<file path="src/rtl/pipe_ctrl_pkg.sv">
// rtl/pipe_ctrl_pkg.sv - Y86-64 encodings and run-state type shared by the pipeline control unit
package pipe_ctrl_pkg;

   localparam logic [3:0] INOP    = 4'h1;
   localparam logic [3:0] IMRMOVQ = 4'h5;
   localparam logic [3:0] IOPQ    = 4'h6;
   localparam logic [3:0] IJXX    = 4'h7;
   localparam logic [3:0] IRET    = 4'h9;
   localparam logic [3:0] IPOPQ   = 4'hB;

   localparam logic [3:0] RNONE   = 4'hF;

   localparam logic [3:0] SAOK    = 4'h1;
   localparam logic [3:0] SADR    = 4'h2;
   localparam logic [3:0] SINS    = 4'h3;
   localparam logic [3:0] SHLT    = 4'h4;

   typedef enum logic [1:0] {
      PC_IDLE = 2'd0,
      PC_RUN  = 2'd1,
      PC_HALT = 2'd2
   } pc_state_t;

   function automatic logic is_fault(input logic [3:0] stat);
      return (stat == SADR) || (stat == SINS) || (stat == SHLT);
   endfunction

endpackage

</file>
<file path="src/rtl/pipe_hazard.sv">
// rtl/pipe_hazard.sv - combinational hazard detection: load/use, ret, mispredict, exception
module pipe_hazard
   import pipe_ctrl_pkg::*;
(
   input  logic [3:0] d_icode,
   input  logic [3:0] d_src_a,
   input  logic [3:0] d_src_b,
   input  logic [3:0] e_icode,
   input  logic [3:0] e_dst_m,
   input  logic       e_cnd,
   input  logic [3:0] m_icode,
   input  logic [3:0] m_stat,
   input  logic [3:0] w_stat,
   output logic       lu,
   output logic       rt,
   output logic       mp,
   output logic       exc
);

   logic e_is_load;

   assign e_is_load = (e_icode == IMRMOVQ) || (e_icode == IPOPQ);
   assign lu  = e_is_load && (e_dst_m != RNONE) &&
                ((e_dst_m == d_src_a) || (e_dst_m == d_src_b));
   assign rt  = (d_icode == IRET) || (e_icode == IRET) || (m_icode == IRET);
   assign mp  = (e_icode == IJXX) && !e_cnd;
   assign exc = is_fault(m_stat) || is_fault(w_stat);

endmodule

</file>
<file path="src/rtl/pipe_ctrl.sv">
// rtl/pipe_ctrl.sv - pipeline stall/bubble control, run-state FSM, final status latch and perf counters
module pipe_ctrl
   import pipe_ctrl_pkg::*;
#(
   parameter int CNT_W = 32
)
(
   input  logic             clk_i,
   input  logic             rst_i,
   input  logic             start_i,
   input  logic             clear_i,
   input  logic [3:0]       D_icode_i,
   input  logic [3:0]       d_srcA_i,
   input  logic [3:0]       d_srcB_i,
   input  logic [3:0]       E_icode_i,
   input  logic [3:0]       E_dstM_i,
   input  logic             e_Cnd_i,
   input  logic [3:0]       M_icode_i,
   input  logic [3:0]       m_stat_i,
   input  logic [3:0]       W_icode_i,
   input  logic [3:0]       W_stat_i,
   output logic             F_stall_o,
   output logic             D_stall_o,
   output logic             D_bubble_o,
   output logic             E_bubble_o,
   output logic             M_bubble_o,
   output logic             W_stall_o,
   output logic             set_cc_o,
   output logic [1:0]       state_o,
   output logic [3:0]       stat_o,
   output logic [CNT_W-1:0] cycle_cnt_o,
   output logic [CNT_W-1:0] stall_cnt_o,
   output logic [CNT_W-1:0] flush_cnt_o,
   output logic [CNT_W-1:0] retire_cnt_o
);

   localparam logic [CNT_W-1:0] CNT_ONE = {{(CNT_W-1){1'b0}}, 1'b1};

   pc_state_t state, state_nxt;
   logic      lu, rt, mp, exc;
   logic      w_ok, in_run, retire;

   pipe_hazard u_hazard (
      .d_icode (D_icode_i),
      .d_src_a (d_srcA_i),
      .d_src_b (d_srcB_i),
      .e_icode (E_icode_i),
      .e_dst_m (E_dstM_i),
      .e_cnd   (e_Cnd_i),
      .m_icode (M_icode_i),
      .m_stat  (m_stat_i),
      .w_stat  (W_stat_i),
      .lu      (lu),
      .rt      (rt),
      .mp      (mp),
      .exc     (exc)
   );

   assign w_ok    = (W_stat_i == SAOK);
   assign in_run  = (state == PC_RUN);
   assign retire  = in_run && !W_stall_o && w_ok && (W_icode_i != INOP);
   assign state_o = state;

   always_ff @(posedge clk_i or posedge rst_i) begin
      if (rst_i) state <= PC_IDLE;
      else       state <= state_nxt;
   end

   always_comb begin
      state_nxt  = state;
      F_stall_o  = 1'b0;
      D_stall_o  = 1'b0;
      D_bubble_o = 1'b0;
      E_bubble_o = 1'b0;
      M_bubble_o = 1'b0;
      W_stall_o  = 1'b0;
      set_cc_o   = 1'b0;
      case (state)
         PC_IDLE: begin
            F_stall_o  = 1'b1;
            D_bubble_o = 1'b1;
            E_bubble_o = 1'b1;
            M_bubble_o = 1'b1;
            if (start_i) state_nxt = PC_RUN;
         end
         PC_RUN: begin
            // lu wins over rt in D: the stalled load-user must not be bubbled away
            F_stall_o  = lu | rt;
            D_stall_o  = lu;
            D_bubble_o = mp | (rt & ~lu);
            E_bubble_o = mp | lu;
            M_bubble_o = exc;
            W_stall_o  = ~w_ok;
            set_cc_o   = (E_icode_i == IOPQ) & ~exc;
            if (!w_ok) state_nxt = PC_HALT;
         end
         PC_HALT: begin
            F_stall_o  = 1'b1;
            D_bubble_o = 1'b1;
            E_bubble_o = 1'b1;
            M_bubble_o = 1'b1;
            W_stall_o  = 1'b1;
            if (clear_i) state_nxt = PC_IDLE;
         end
         default: state_nxt = PC_IDLE;
      endcase
   end

   always_ff @(posedge clk_i or posedge rst_i) begin
      if (rst_i) begin
         stat_o <= SAOK;
      end else if (in_run && !w_ok) begin
         stat_o <= W_stat_i;
      end else if (state == PC_HALT && clear_i) begin
         stat_o <= SAOK;
      end
   end

   always_ff @(posedge clk_i or posedge rst_i) begin
      if (rst_i) begin
         cycle_cnt_o  <= '0;
         stall_cnt_o  <= '0;
         flush_cnt_o  <= '0;
         retire_cnt_o <= '0;
      end else if (in_run) begin
         cycle_cnt_o <= cycle_cnt_o + CNT_ONE;
         if (lu)     stall_cnt_o  <= stall_cnt_o + CNT_ONE;
         if (mp)     flush_cnt_o  <= flush_cnt_o + CNT_ONE;
         if (retire) retire_cnt_o <= retire_cnt_o + CNT_ONE;
      end
   end

endmodule

</file>
<file path="config.mk">
export PLATFORM = sky130hd
export DESIGN_NAME = pipe_ctrl
export DESIGN_NICKNAME = d
export VERILOG_FILES = /design/src/rtl/pipe_ctrl_pkg.sv /design/src/rtl/pipe_hazard.sv /design/src/rtl/pipe_ctrl.sv
export SDC_FILE = /design/constraint.sdc
export NUM_CORES = 1
export LEC_CHECK = 0
export ABC_AREA = 1
export BUFFER_PORTS_ARGS = -buffer_cell sky130_fd_sc_hd__buf_2
export CAP_MARGIN = 20
export CORE_UTILIZATION = 49
export CTS_CLUSTER_SIZE = 8
export DETAILED_ROUTE_END_ITERATION = 7
export MAX_ROUTING_LAYER = met4
export PLACE_DENSITY = 0.8
export SYNTH_ARGS = -nofsm -noshare
export SYNTH_HDL_FRONTEND = slang
export SYNTH_SLANG_ARGS = --single-unit
</file>
<file path="constraint.sdc">
create_clock -name clk_i -period 6.05 [get_ports clk_i]
set_input_delay 0.3025 -clock clk_i [delete_from_list [all_inputs] [get_ports clk_i]]
set_output_delay 0.3025 -clock clk_i [all_outputs]
set_load 0.02 [all_outputs]
</file>
* Yosys cells after proc, flatten, opt, wreduce, memory -nomap -nowiden
Cells that the tools add are included.
** Storage, ports and cells
- Bits in registers :: 134
- Latch bits :: 0
- Bits in writable memories :: 0
- ROM bits :: 0
- Input bits :: 41
- Output and inout port bits :: 141
- Logic and storage cells :: 81
- Memories :: 0
** Operators by class
- $add $sub $neg :: 4
- $mul :: 0
- Div/mod/pow operators :: 0
- Order comparisons :: 0
- Equality and inequality tests :: 23
- Shift operators :: 0
- Mux-type cells :: 13
- Bitwise gates (word level) :: 8
- Reductions and logical operators :: 27
** Operators by type and width (number)
- 32-bit by 1-bit adder with 32-bit output (second input constant) :: 4
- 4-bit by 3-bit equality test with 1-bit output (second input constant) :: 5
- 4-bit by 2-bit equality test with 1-bit output (second input constant) :: 4
- 4-bit equality test (second input constant) :: 4
- 1-bit case mux with 2 select lines :: 5
- 1-bit logical OR :: 9
- 4-bit equality test :: 2
- 1-bit logical AND :: 8
- 4-bit two-way mux :: 2
- 2-bit two-way mux :: 3
- 2-bit != test (second input constant) :: 3
- 2-bit case mux with 3 select lines :: 1
- 2-bit AND reduction :: 3
- 4-bit by 1-bit equality test with 1-bit output (second input constant) :: 1
- 4-bit by 1-bit != test with 1-bit output (second input constant) :: 1
- 4-bit != test (second input constant) :: 1
- 1-bit logical NOT :: 3
- 1-bit inverter :: 3
- 1-bit bitwise OR :: 3
- 3-bit AND reduction :: 1
- 1-bit AND :: 2
- 2-bit by 1-bit equality test with 1-bit output (second input constant) :: 1
- 2-bit equality test (second input constant) :: 1
- 2-bit logical NOT :: 1
- 3 further kinds :: 4

* Longest topological paths before layout
- Depth in word-level cells :: 8
- Depth in mapped cells :: 12
- Gate-level depth less buffers :: 11

* By module
A second synthesis with hierarchy kept.
** Second synthesis, totals
- Cell total of the unflattened synthesis :: 1048
- Area, all modules :: 7714.9 µm²
** By module, submodules not included
- pipe_ctrl :: instances 1, cells each 981, area an instance 7430.9 µm², seq. area each 3354.5 µm²
- pipe_hazard :: instances 1, cells each 67, area an instance 284.0 µm², seq. area each 0.0 µm²

* Worst setup path before layout
OpenSTA, ideal clock, no wires.
- Kind :: reg2out
- Start :: register state[1], in the netlist state_o[1]
- End :: output port set_cc_o
- Arrival time :: 1.616 ns
- Required time :: 5.747 ns
- Slack :: 4.131 ns
- Stages on the path, launching flop included :: 7
- Path buffers :: 2
- Cell sequence :: dfrtp_1 -> inv_1 -> ha_1 -> buf_4 -> buf_2 -> nand3_1 -> nor3_1
** On the way
- Word-level cells in the longest chain between the ends :: 2
** RTL lines
- start: declaration :: line pipe_ctrl.sv:39 : pc_state_t state, state_nxt;
- start signal: assignment :: line pipe_ctrl.sv:66 : else state <= state_nxt;
- 2-bit by 1-bit equality test with 1-bit output :: line pipe_ctrl.sv:78 : case (state)
- 1-bit two-way mux :: line pipe_ctrl.sv:78
- end: declaration :: line pipe_ctrl.sv:28 : output logic set_cc_o,
No other way between the ends.

* Worst setup path in the final report
- Start :: register state[1], in the netlist state_o[1]
- End :: output port D_stall_o
** On the way
- Word-level cells in the longest chain between the ends :: 2
** RTL lines
- 2-bit by 1-bit equality test with 1-bit output :: line pipe_ctrl.sv:78
- 1-bit two-way mux :: line pipe_ctrl.sv:78
- end: declaration :: line pipe_ctrl.sv:23 : output logic D_stall_o,
No other way between the ends.

==> reports/qor.txt <==
sequential area share after synthesis - 0.406
CP Capture Type - primary output
Cell Pwr Density - 280 nW/µm²
CTS Root Cell - clkbuf_16
First DRT Iteration DRCs - 480
die area - 17400 µm²
leak pwr - 0.00522 µW
Mapped Area - 8260 µm²
Horiz. Die Dim - 132 µm
Max-cap violations - 0
f_max - 276 MHz
Post CTS Setup Buffer Count - 0
setup TNS - 0 ns
commonest non-fill, non-tap cell in the layout - nand2_1
WL final - 21.6 mm
Worst-path clk slew - 0.06 ns
GP Congestion - 0.934
Remaining Overflow, GRT - 0
Rows - 47
worst hold path type - input port to register
buffer levels on the longest clock path - 2
first-pass GRT wire length - 35.9 mm
DR WL/cell - 13.2 µm
status - finished clean
share of cells above drive strength 1 - 0.171
DR pass1 iterations - 5
largest net degree at the start of global routing - 77
crit path max fanout - 40
Pins Over Slew Limit - 0
Worst Setup Path Type - register to primary output
Post-route DRC - 0
Max-slew headroom - 0.364
area grow syn2layout - 21.2%
fin crit share - 0.599
Layout Utilization - 0.606
Tmin final - 3.62 ns
total clock buffers created by CTS - 17
post-synthesis register bit count - 134
post-synth cell types - 31
Worst Skew - 0.00922 ns
critical path required time - 5.75 ns
core region area - 16500 µm²
Post-layout nets - 1453
Die H - 132 µm
Skew-Pair Late Insertion Delay - 0.43 ns
PortBufs - 181
I/O pin count - 182
vias per cell - 4.98
antenna violations before repair - 3
commonest non-fill, non-tap cells in the layout - 537 x nand2_1, 181 x buf_2, 179 x nor2_1
yosys synthesis warning count - 0
Post-DP Area - 9360 µm²
antenna viol nets, final - 0
worst vdd ir - 0.278 mV
RSZ-0062 raised after global routing - no
Initial Util - 0.500
CTS tree - yes
slew of the pin with the lowest slew margin - 0.952 ns
clock sinks - 134
Syn Nets - 1265
Final HPWL DP - 16.0 mm
vias in the first global route - 7632
Hold Vio Cnt, Final - 0
vias - 8161
setup violators final - 0
Post-Syn Instances - 1216
post-CTS sizing - 0
H-tree depth - 4
Syn Area/Cell - 6.79 µm²
GRT Total Usage - 0.263
post-route cell area - 10000 µm²
Worst Path Arrival - 3.32 ns
CP Launch Type - register
-- logic make-up after synthesis --
logic type	synth area share
AOI/OAI and AO/OA	0.0280
adders and majority gates	0.0121
xor gates and xnor gates	0.0700
muxes	0.00121
buffers and inverters	0.0611
and+or+nand+nor	0.421
DFF	0.406
-- through the flow --
stage | setup slack [ns] | power [µW] | std cells | hold WS (ns)
CTS | 2.41 | 2820 | 1636 | 0.178
floorplan | 2.17 | 1500 | 1216 | 0.452
detailed placement | 2.87 | 1740 | 1603 | 0.398
finish | 2.43 | 2810 | 1640 | 0.169
global route | 2.14 | 2940 | 1640 | 0.198
global placement | 2.95 | 1720 | 1603 | 0.401
-- synthesized netlist by cell type, drive strengths merged --
| library cell | n | area (µm²) |
|---|---|---|
| nor3 | 10 | 55.1 |
| nor4 | 1 | 6.26 |
| o221ai | 1 | 8.76 |
| nor2 | 192 | 773 |
| buf | 13 | 87.6 |
| clkbuf | 2 | 7.51 |
| nand3b | 38 | 285 |
| dfstp | 1 | 26.3 |
| dfrtp | 133 | 3330 |
| o21ai | 33 | 165 |
| nand2 | 538 | 2020 |
| mux2i | 1 | 10.0 |
| inv | 109 | 409 |
| nand3 | 43 | 225 |
| ha | 8 | 100 |
| o22a | 1 | 8.76 |
| o211ai | 2 | 15.0 |
| xor2 | 41 | 359 |
| a21oi | 6 | 33.8 |
| nand4 | 18 | 113 |
| xnor2 | 25 | 219 |
-- power breakdown --
group / leakage (µW) / total (µW) / switching (µW) / internal, µW
clock network: 0.000292 / 1080 / 415 / 668
registers: 0.00179 / 1100 / 114 / 985
logic: 0.00313 / 625 / 424 / 201
total: 0.00522 / 2810 / 952 / 1850
-- cell type report --
type,count,area (µm²)
Fill cell,1517,6520
Sequential cell,134,3350
Antenna cell,3,7.51
Tap cell,220,275
Inverter,109,414
Clock buffer,20,457
Clock inverter,12,150
Multi-Input combinational cell,958,4400
Timing Repair Buffer,184,951
-- metal layers --
layer / track usage / vias to the layer above / wire length, µm
li1: - / 4147 / -
met4: 0.0917 / 0 / 342
met2: 0.413 / 244 / 10200
met1: 0.334 / 3742 / 9750
met3: 0.0611 / 28 / 1280
met5: - / - / 0
-- critical path, cell delays in order, from the launching register on --
cell and delay, ns:
dfrtp_1 0.42, inv_1 0.10, ha_1 0.60, nand3_2 0.79, inv_2 0.69, buf_2 0.27
-- path summary, 6_finish.rpt --
path                                         to             from  slack, ns  cells after the start
worst max-delay path                  D_stall_o       state_o[1]       2.43                      5
worst min-delay path                  stat_o[0]      W_stat_i[0]       0.17                      2
worst max register to register  retire_cnt_o[2]       state_o[1]       3.14                      6
worst min register to register  flush_cnt_o[31]  flush_cnt_o[31]       0.49                      2
max in group asynchronous       stall_cnt_o[25]            rst_i       4.46                      5
min in group asynchronous       flush_cnt_o[21]            rst_i       0.52                      3
-- sequential cells by signal (all words and copies together) (netlist names) --
register	count
cycle_cnt_o	32
flush_cnt_o	32
retire_cnt_o	32
stall_cnt_o	32
stat_o	4
state_o	2
-- what timing repair did --
item                                    CTS  global route
endpoints found under the setup margin    0             0
hold buffers                              1             0
hold endpoints to repair                 58             0
(Power assumes the default switching activity.)
